File: src/rtl/tile_stage_loader_pkg.sv
// Shared definitions for the tile stage loader slice: drain FSM state
// encoding, default geometry, and the counter-width helper used to size the
// fill and shift counters.
package tile_stage_loader_pkg;

  localparam int DEPTH_DEF = 8;
  localparam int BITS_DEF  = 64;
  localparam int CNT_W_DEF = $clog2(DEPTH_DEF);

  typedef enum logic [1:0] {
    IDLE,
    LOAD,
    SHIFT
  } loader_state_t;

  // Counter width for a tile of the given depth (never narrower than 1 bit).
  function automatic int cnt_w(input int depth);
    return (depth < 2) ? 1 : $clog2(depth);
  endfunction

endpackage

File: src/rtl/tile_stage_loader_if.sv
// Stream and transpose-FIFO bundle for tile_stage_loader.
//   in_valid/in_data/in_ready : upstream row-word stream
//   drain_ready               : consumer permits a shift this cycle
//   p_load/wr_en              : parallel tile load into the FIFO
//   shift_en/fifo_d           : FIFO shift enable and serial input (zero)
//   q_valid/tile_done/busy    : status
// master = stream source / FIFO side, slave = the loader.
interface tile_stage_loader_if
  import tile_stage_loader_pkg::*;
#(
  parameter int DEPTH = DEPTH_DEF,
  parameter int BITS  = BITS_DEF
);
  logic            in_valid;
  logic [BITS-1:0] in_data;
  logic            in_ready;
  logic            drain_ready;
  logic [BITS-1:0] p_load [DEPTH-1:0];
  logic            wr_en;
  logic            shift_en;
  logic [BITS-1:0] fifo_d;
  logic            q_valid;
  logic            tile_done;
  logic            busy;

  modport master (
    output in_valid, in_data, drain_ready,
    input  in_ready, p_load, wr_en, shift_en, fifo_d, q_valid, tile_done, busy
  );

  modport slave (
    input  in_valid, in_data, drain_ready,
    output in_ready, p_load, wr_en, shift_en, fifo_d, q_valid, tile_done, busy
  );
endinterface

File: src/rtl/tile_stage_loader_bank.sv
// One tile buffer: DEPTH x BITS register file with single indexed write,
// whole-tile combinational read and synchronous clear.
//   clk, rst_n : clock, async active-low reset (contents zeroed)
//   clr        : sync clear of all words
//   we/waddr/wdata : word write
//   rdata      : full tile contents
module tile_stage_bank
  import tile_stage_loader_pkg::*;
#(
  parameter int DEPTH = DEPTH_DEF,
  parameter int BITS  = BITS_DEF,
  parameter int CNT_W = cnt_w(DEPTH)
) (
  input  logic             clk,
  input  logic             rst_n,
  input  logic             clr,
  input  logic             we,
  input  logic [CNT_W-1:0] waddr,
  input  logic [BITS-1:0]  wdata,
  output logic [BITS-1:0]  rdata [DEPTH-1:0]
);
  logic [BITS-1:0] mem [DEPTH-1:0];

  always_ff @(posedge clk or negedge rst_n) begin
    if (!rst_n) begin
      for (int i = 0; i < DEPTH; i++) mem[i] <= '0;
    end else if (clr) begin
      for (int i = 0; i < DEPTH; i++) mem[i] <= '0;
    end else if (we) begin
      mem[waddr] <= wdata;
    end
  end

  assign rdata = mem;
endmodule

File: src/rtl/tile_stage_loader.sv
// Ping-pong tile assembler feeding the transpose FIFO. Row words are
// collected into one of two banks; a full bank is handed to the FIFO with a
// one-cycle parallel load, then the FIFO is shifted once per drain_ready
// cycle for DEPTH shifts while the other bank fills.
//   clk   : clock
//   rst_n : async active-low reset
//   flush : sync clear of all state (priority over everything else)
//   bus   : stream / FIFO bundle (slave side)
module tile_stage_loader
  import tile_stage_loader_pkg::*;
#(
  parameter int DEPTH = DEPTH_DEF,
  parameter int BITS  = BITS_DEF
) (
  input logic               clk,
  input logic               rst_n,
  input logic               flush,
  tile_stage_loader_if.slave bus
);
  localparam int CNT_W = cnt_w(DEPTH);
  localparam logic [CNT_W-1:0] LAST = CNT_W'(DEPTH - 1);

  loader_state_t    state;
  logic             fill_bank;
  logic             drain_bank;
  logic [1:0]       bank_full;
  logic [CNT_W-1:0] fill_cnt;
  logic [CNT_W-1:0] shift_cnt;
  logic             wr_en_r;
  logic             q_valid_r;
  logic             tile_done_r;

  logic             accept;
  logic             load_clr;
  logic [BITS-1:0]  rd0 [DEPTH-1:0];
  logic [BITS-1:0]  rd1 [DEPTH-1:0];

  assign bus.in_ready  = !bank_full[fill_bank];
  assign accept        = bus.in_valid && bus.in_ready;
  assign load_clr      = (state == LOAD);

  assign bus.wr_en     = wr_en_r;
  assign bus.q_valid   = q_valid_r;
  assign bus.shift_en  = q_valid_r && bus.drain_ready;
  assign bus.tile_done = tile_done_r;
  assign bus.fifo_d    = '0;
  assign bus.busy      = (|bank_full) || (state != IDLE);

  always_comb begin
    for (int k = 0; k < DEPTH; k++) bus.p_load[k] = drain_bank ? rd1[k] : rd0[k];
  end

  tile_stage_bank #(.DEPTH(DEPTH), .BITS(BITS), .CNT_W(CNT_W)) u_bank0 (
    .clk   (clk),
    .rst_n (rst_n),
    .clr   (flush),
    .we    (accept && !fill_bank),
    .waddr (fill_cnt),
    .wdata (bus.in_data),
    .rdata (rd0)
  );

  tile_stage_bank #(.DEPTH(DEPTH), .BITS(BITS), .CNT_W(CNT_W)) u_bank1 (
    .clk   (clk),
    .rst_n (rst_n),
    .clr   (flush),
    .we    (accept && fill_bank),
    .waddr (fill_cnt),
    .wdata (bus.in_data),
    .rdata (rd1)
  );

  // Fill side: the bank being drained is released in LOAD, so in_ready can
  // only see it free the following cycle.
  always_ff @(posedge clk or negedge rst_n) begin
    if (!rst_n) begin
      fill_bank <= 1'b0;
      fill_cnt  <= '0;
      bank_full <= '0;
    end else if (flush) begin
      fill_bank <= 1'b0;
      fill_cnt  <= '0;
      bank_full <= '0;
    end else begin
      if (accept) begin
        if (fill_cnt == LAST) begin
          fill_cnt             <= '0;
          fill_bank            <= !fill_bank;
          bank_full[fill_bank] <= 1'b1;
        end else begin
          fill_cnt <= fill_cnt + 1'b1;
        end
      end
      if (load_clr) bank_full[drain_bank] <= 1'b0;
    end
  end

  // Drain FSM: wr_en and q_valid are registered alongside the state so they
  // are clean decodes of LOAD and SHIFT.
  always_ff @(posedge clk or negedge rst_n) begin
    if (!rst_n) begin
      state       <= IDLE;
      drain_bank  <= 1'b0;
      shift_cnt   <= '0;
      wr_en_r     <= 1'b0;
      q_valid_r   <= 1'b0;
      tile_done_r <= 1'b0;
    end else if (flush) begin
      state       <= IDLE;
      drain_bank  <= 1'b0;
      shift_cnt   <= '0;
      wr_en_r     <= 1'b0;
      q_valid_r   <= 1'b0;
      tile_done_r <= 1'b0;
    end else begin
      tile_done_r <= 1'b0;
      case (state)
        IDLE: begin
          if (bank_full[drain_bank]) begin
            state   <= LOAD;
            wr_en_r <= 1'b1;
          end
        end
        LOAD: begin
          state      <= SHIFT;
          wr_en_r    <= 1'b0;
          q_valid_r  <= 1'b1;
          drain_bank <= !drain_bank;
          shift_cnt  <= '0;
        end
        SHIFT: begin
          if (bus.drain_ready) begin
            if (shift_cnt == LAST) begin
              shift_cnt   <= '0;
              tile_done_r <= 1'b1;
              q_valid_r   <= 1'b0;
              // drain_bank already points at the next tile's bank here.
              if (bank_full[drain_bank]) begin
                state   <= LOAD;
                wr_en_r <= 1'b1;
              end else begin
                state <= IDLE;
              end
            end else begin
              shift_cnt <= shift_cnt + 1'b1;
            end
          end
        end
        default: begin
          state     <= IDLE;
          wr_en_r   <= 1'b0;
          q_valid_r <= 1'b0;
        end
      endcase
    end
  end
endmodule

File: src/flat_wrapper.sv
// flat-port wrapper written by rule: the top's interface ports become plain ports
module tile_stage_loader_flat import tile_stage_loader_pkg::*;
#(
  parameter int DEPTH = DEPTH_DEF,
  parameter int BITS  = BITS_DEF
)
  (clk, rst_n, flush, bus_in_valid, bus_in_data, bus_drain_ready, bus_in_ready, bus_p_load, bus_wr_en, bus_shift_en, bus_fifo_d, bus_q_valid, bus_tile_done, bus_busy);
  tile_stage_loader_if #(.DEPTH(DEPTH), .BITS(BITS)) bus_i ();
  input logic clk;
  input logic rst_n;
  input logic flush;
  input wire logic [$bits(bus_i.in_valid)-1:0] bus_in_valid;
  input wire logic [$bits(bus_i.in_data)-1:0] bus_in_data;
  input wire logic [$bits(bus_i.drain_ready)-1:0] bus_drain_ready;
  output wire logic [$bits(bus_i.in_ready)-1:0] bus_in_ready;
  output wire logic [$bits(bus_i.p_load)-1:0] bus_p_load;
  output wire logic [$bits(bus_i.wr_en)-1:0] bus_wr_en;
  output wire logic [$bits(bus_i.shift_en)-1:0] bus_shift_en;
  output wire logic [$bits(bus_i.fifo_d)-1:0] bus_fifo_d;
  output wire logic [$bits(bus_i.q_valid)-1:0] bus_q_valid;
  output wire logic [$bits(bus_i.tile_done)-1:0] bus_tile_done;
  output wire logic [$bits(bus_i.busy)-1:0] bus_busy;
  assign bus_i.in_valid = bus_in_valid;
  assign bus_i.in_data = bus_in_data;
  assign bus_i.drain_ready = bus_drain_ready;
  assign bus_in_ready = bus_i.in_ready;
  assign bus_p_load = {>>{bus_i.p_load}};
  assign bus_wr_en = bus_i.wr_en;
  assign bus_shift_en = bus_i.shift_en;
  assign bus_fifo_d = bus_i.fifo_d;
  assign bus_q_valid = bus_i.q_valid;
  assign bus_tile_done = bus_i.tile_done;
  assign bus_busy = bus_i.busy;
  tile_stage_loader #(.DEPTH(DEPTH), .BITS(BITS)) u_core (.clk(clk), .rst_n(rst_n), .flush(flush), .bus(bus_i));
endmodule
File: config.mk
export PLATFORM = sky130hd
export DESIGN_NAME = tile_stage_loader_flat
export DESIGN_NICKNAME = d
export VERILOG_FILES = /design/src/rtl/tile_stage_loader_pkg.sv /design/src/rtl/tile_stage_loader_if.sv /design/src/rtl/tile_stage_loader_bank.sv /design/src/rtl/tile_stage_loader.sv /design/src/flat_wrapper.sv
export SDC_FILE = /design/constraint.sdc
export NUM_CORES = 1
export LEC_CHECK = 0
export ABC_CLOCK_PERIOD_IN_PS = 2250
export BUFFER_PORTS_ARGS = -buffer_cell sky130_fd_sc_hd__buf_4
export CORE_ASPECT_RATIO = 1.4
export CORE_MARGIN = 5
export CORE_UTILIZATION = 60
export CTS_BUF_LIST = sky130_fd_sc_hd__clkbuf_4
export CTS_CLUSTER_DIAMETER = 80
export DETAILED_ROUTE_END_ITERATION = 7
export PLACE_DENSITY = 0.92
export SLEW_MARGIN = 20
export SYNTH_ARGS = -nofsm -noshare
export SYNTH_HDL_FRONTEND = slang
export SYNTH_SLANG_ARGS = --single-unit
File: constraint.sdc
create_clock -name clk -period 2.25 [get_ports clk]
set_input_delay 0.1125 -clock clk [delete_from_list [all_inputs] [get_ports clk]]
set_output_delay 0.1125 -clock clk [all_outputs]
set_load 0.01 [all_outputs]
### Word level (Yosys, flattened, before mapping)

Index checks and enable logic that the tools add are counted.

* bits in registers: 1039
* bits in latches: 0
* RAM bits: 0
* ROM bits: 0
* word-level logic and storage cells: 129
* memories kept: 0

* add/sub/neg operators: 2
* $mul: 0
* div/mod/pow operators: 0
* $lt $le $gt $ge: 6
* equality and inequality tests: 8
* shift-type cells: 0
* multiplexer cells: 60
* bitwise gates (word level): 3
* reductions and logical operators: 25

Operator list (number)
* 2-to-1 mux 512 bit: 4
* bitwise mux 512 bit: 2
* 2-to-1 mux 64 bit: 9
* demux 64 bit (select 3 bit): 1
* 2-to-1 mux 1 bit: 23
* 2-to-1 mux 2 bit: 9
* 2-to-1 mux 3 bit: 6
* nonzero test 2 bit: 6
* logical AND 1 bit: 7
* adder 3 x 1 -> 3 bit (second input constant): 2
* equality test 3 bit (second input constant): 2
* inequality test 3 x 2 -> 1 bit (second input constant): 2
* one-hot mux 2 bit (3 select lines): 1
* one-hot mux 3 bit (2 select lines): 1
* AND reduction 2 bit: 3
* AND reduction 3 bit: 2
* < comparator 1 x 2 -> 1 bit (second input constant): 2
* < comparator 3 x 4 -> 1 bit (second input constant): 1
* greater-or-equal comparator 3 x 1 -> 1 bit (second input constant): 1
* zero test 1 bit: 3
* inequality test 3 bit (second input constant): 1
* one-hot mux 1 bit (3 select lines): 1
* nonzero test 3 bit: 1
* bitwise AND 2 bit: 1
* 11 further kinds: 13

### Logic depth before layout (Yosys ltp)

* depth in word-level cells: 11
* depth in mapped cells: 7
* mapped depth without buffers: 5

### Modules after synthesis

From an unflattened synthesis, not the netlist that was laid out.

* cell total of the unflattened synthesis: 4313
* area total of the unflattened synthesis: 52466.6 um^2

By module, submodules not included
* tile_stage_bank: instances 2, cells each 1799, area each 22540.4 um^2, sequential area each 12812.3 um^2
* tile_stage_loader: instances 1, cells each 715, area each 7385.8 um^2, sequential area each 375.4 um^2

### Worst setup path before layout

OpenSTA, ideal clock, no wires.

* path kind: register -> register
* start point: reg u_core.fill_cnt[1]
* end point: reg u_core.u_bank1.mem (netlist bit u_core.u_bank1.rdata[71])
* setup time: 79 ps
* data arrival time: 1563 ps
* data required time: 2171 ps
* slack: 607 ps
* stages on the path, launching flop included: 7
* buffers on the path: 3
* period minus slack after synthesis: 1643 ps
* cells stage by stage: dfrtp_1 > and4bb_2 > buf_2 > and2_1 > buf_2 > buf_4 > mux2i_1

* cells in the longest elaborated chain, start to end: 7
* elaborated cells between the ends (all ways): 8
* classes of those cells: order compare (2); mux (5); reduce/logical (1)

RTL lines
* from (decl): line tile_stage_loader.sv:27 `logic [CNT_W-1:0] fill_cnt;`
* from (signal assigned): line tile_stage_loader.sv:91 `fill_cnt <= fill_cnt + 1'b1;`
* < comparator 3 x 4 -> 1 bit (not written as such) / greater-or-equal comparator 3 x 1 -> 1 bit (equally long branches): line tile_stage_loader_bank.sv:30 `mem[waddr] <= wdata;`
* logical AND 1 bit (not written as such): line tile_stage_loader_bank.sv:30
* 2-to-1 mux 64 bit (not written as such): line tile_stage_loader_bank.sv:30
* demux 64 bit (select 3 bit) (*): line tile_stage_loader_bank.sv:30
* bitwise mux 512 bit (*): line tile_stage_loader_bank.sv:30
* 2-to-1 mux 512 bit (*): line tile_stage_loader_bank.sv:29 `end else if (we) begin`
* 2-to-1 mux 512 bit (*): line tile_stage_loader_bank.sv:27 `end else if (clr) begin`
* to (signal, indexed assignment): line tile_stage_loader_bank.sv:30
* to (decl): line tile_stage_loader_bank.sv:22 `logic [BITS-1:0] mem [DEPTH-1:0];`

Every way passes the cells marked *; elsewhere a longest branch is shown, timed or not. The select of a mux whose other input is x is not followed.
A chain may end at the register's enable or synchronous reset.

### Final worst setup path

* start point: reg u_core.drain_bank
* end point: out bus_p_load[130]

* cells in the longest elaborated chain, start to end: 1

RTL lines
* from (decl): line tile_stage_loader.sv:25 `logic drain_bank;`
* from (signal assigned): line tile_stage_loader.sv:128 `drain_bank <= !drain_bank;`
* 2-to-1 mux 64 bit: line tile_stage_loader.sv:50 `for (int k = 0; k < DEPTH; k++) bus.p_load[k] = drain_bank ? rd1[k] : rd0[k];`
* to (decl): line flat_wrapper.sv:16 `output wire logic [$bits(bus_i.p_load)-1:0] bus_p_load;`

No other way between the ends.

==> flow_summary.yaml <==
status:
  status: "complete, but fails checks"
  violations: "design-rule violations, negative setup slack"
sta:
  clock_skew_ns: 0.118
  setup_viol: 536
  min_period_ns: 2.76
  rsz0062_at_grt: "yes"
  hold_viol: 0
  fin_crit_sh_pct: 123
  fin_setup_tns_ns: -218.44
  worstMarginPinSlew_ns: 0.872
  max-slew-margin-rel_pct: 41.9
  fin_hold_ws_ns: 0.195
  clock.fmax_mhz: 363
  final-max-slew-violation-count: 0
  timing.final.ws_setup_ns: -0.507
power:
  leakage_nw: 34.6
  peakVddDrop_uv: 590
  p_per_area_nw_per_um2: 615
die:
  rows: 124
  core-area_sq_um: 81300
  die_y_microns: 348
  initial_core_util_pct: 60.3
  io_pins: 651
  die-area_sq_um: 87600
  dieWidth_microns: 252
setup_path:
  crit_family: "buffers and inverters"
  criticalPathCategory: "flip-flop to output port"
  crit_path_cell_trace: "buf_12 -> buf_16 -> buf_12 -> clkbuf_16 -> mux2_4 -> buf_6"
  path_max_fanout: 8
  path_buf_inv: 5
  worstSetupEndpointType: "output port"
  critPathArrivalTime_ns: 2.64
  cpMostUsedCell: "buf_12"
  start_kind: "flip-flop"
  crit_path_max_incr_delay_ns: 0.51
  crit_required_ns: 2.14
  cpMaxStageDelayCell: "dfrtp_4"
route:
  ant_nets: 0
  drc: 3
  wl_per_cell_microns: 26.9
  first_pass_iters: 8
  drt_iter0_drc: 4151
  vias_per_cell: 6.26
  vias: 38500
  wirelength_mm: 166
final_layout:
  multi_input_area_sq_um: 21200
  sequential_cell_area_sq_um: 26000
  area_growth_pct: 22.0
  layout.nets: 4990
  n_fill_cell: 4544
  instances_no_fill: 6155
  layout-drive-gt1-share_pct: 33.0
  final_util_pct: 73.5
run:
  cap_viol_max_count: 0
yosys:
  yosysWarnings: 0
  ys.flop_type: "dfrtp_1"
  ys_ff_latch: 1039
  synthTopCellsByCount: "1,098 x nand2_1, 1,039 x dfrtp_1, 1,027 x mux2i_1, 512 x mux2_2, 207 x clkbuf_1"
  ys_async_sr_fraction_pct: 100
  synth_edf_count: 0
  seq_area_frac_synth_pct: 53.1
  netlist_area_sq_um: 49000
  ys_types: 41
  synth_top_area_share_pct: 53.1
  synth_cells: 4166
  syn_avg_cell_area_sq_um: 11.8
  synth.most_common_cell: "nand2_1"
  yosysTopAreaCell: "dfrtp_1"
  synthTopCellsByArea: "dfrtp_1 53%, mux2i_1 21%, mux2_2 12%, nand2_1 8.4%, buf_4 1.7%"
global_routing:
  grt_pass1_wl_mm: 236
  grt_antenna_before_repair: 2
  overflow: 0
  grt_max_degree: 99
  grt_pass1_vias: 40000
  grtUsageTotal_pct: 34.5
clock_tree:
  cts-root-buf: "clkbuf_4"
  cts.clk_slew.worst_paths_ns: 0.07
  cts_tree: "yes"
  h-tree-depth: 4
  clk_path_buf_depth: 3
  clk_latency_ns: 1.13
  clkSinkCount: 1039
  cts_buffers: 233
placed_design:
  numPortBuffers: 586
  place_congestion: 0.817
  dp_hpwl_mm: 89.6
  dp.cells: 5619
worst_hold_path:
  hp-class: "input port to asynchronous set/reset pin"
-- worst min-delay path, delay by kind of cell --
kind	cells	cell delay, ns
buffers and inverters	4	1.59
-- power breakdown --
part / switching, mW / total [mW] / internal (mW)
registers: 0.127 / 19.0 / 18.8
logic: 1.85 / 2.84 / 0.988
clock network: 7.76 / 14.9 / 7.18
-- path summary, 6_finish.rpt --
path,start,endpoint,slack [ns],depth (start not counted)
max reg2reg,u_core.fill_bank,u_core.u_bank1.rdata[210],0.18,4
min,rst_n,u_core.u_bank0.rdata[135],0.20,4
max in group asynchronous,rst_n,u_core.u_bank1.rdata[212],1.06,6
min in group clk,flush,u_core.fill_cnt[0],0.24,5
max,u_core.drain_bank,bus_p_load[130],-0.51,6
min reg2reg,u_core.bus.wr_en,u_core.bus.wr_en,0.50,1
-- area by class of cell --
| cell class | instances | area share (%) |
|---|---|---|
| flip-flops and latches | 1039 | 43.5 |
| multi-input cells | 2770 | 35.5 |
| repair buffers | 872 | 14.0 |
| clock buffers | 345 | 4.33 |
| well taps | 1071 | 2.24 |
| clock inverters | 54 | 0.462 |
| inverters | 1 | 0.0188 |
| diodes | 3 | 0.0126 |
-- kinds of logic (layout without fill, tap and decap cells) --
family,Yosys count,count (layout),synth area share (%)
other cells,1,67,0.00765
simple gates,1145,1145,9.08
buf+inv,420,1272,4.75
fa+ha+maj,4,4,0.102
xor+xnor,1,1,0.0179
compound gates,17,17,0.240
flops,1039,1039,53.1
mux,1539,1539,32.7
-- cells in the final DEF, fill, tap and decap left out, types with 44 or more instances in the layout --
master / instances
buf_12: 54
buf_4: 631
buf_6: 61
clkbuf_4: 345
clkinv_1: 44
conb_1: 64
dfrtp_1: 1038
dlygate4sd3_1: 88
mux2_2: 456
mux2_4: 56
mux2i_1: 1027
nand2_1: 1096
-- metal layers --
metal | wire length, microns | vias up | global-route usage, %
met1 | 57200 | 19100 | 41.5
li1 | - | 15500 | -
met3 | 16200 | 870 | 8.05
met4 | 13500 | 0 | 22.8
met2 | 78700 | 3020 | 55.9
met5 | 0 | - | 0
-- sequential cells by signal, indices dropped and copies added (netlist names) --
register / cells
u_core.u_bank0.rdata: 512
u_core.u_bank1.rdata: 512
u_core.fill_cnt: 3
u_core.shift_cnt: 3
u_core.bank_full: 2
u_core.state: 2
u_core.bus.q_valid: 1
u_core.bus.tile_done: 1
u_core.bus.wr_en: 1
u_core.drain_bank: 1
u_core.fill_bank: 1
-- metrics by stage --
stage / cell area (sq um) / setup WS (ns) / power [mW]
4_1_cts: 58800 / -0.585 / 36.5
5_1_grt: 59800 / -0.619 / 38.0
6_report: 59800 / -0.507 / 36.8
2_1_floorplan: 49200 / 0.607 / 20.6
3_3_place_gp: 54600 / 0.348 / 21.8
3_5_place_dp: 54600 / 0.269 / 21.9
-- what timing repair did --
action                                 4_1_cts  5_1_grt
buffers inserted                            11        9
gates resized for setup                     22      131
hold buffers                                89        0
setup endpoints to repair                  514      542
gates cloned                                 8       22
endpoints found under the hold margin     2078        0
Power figures use the tool's default switching activity.
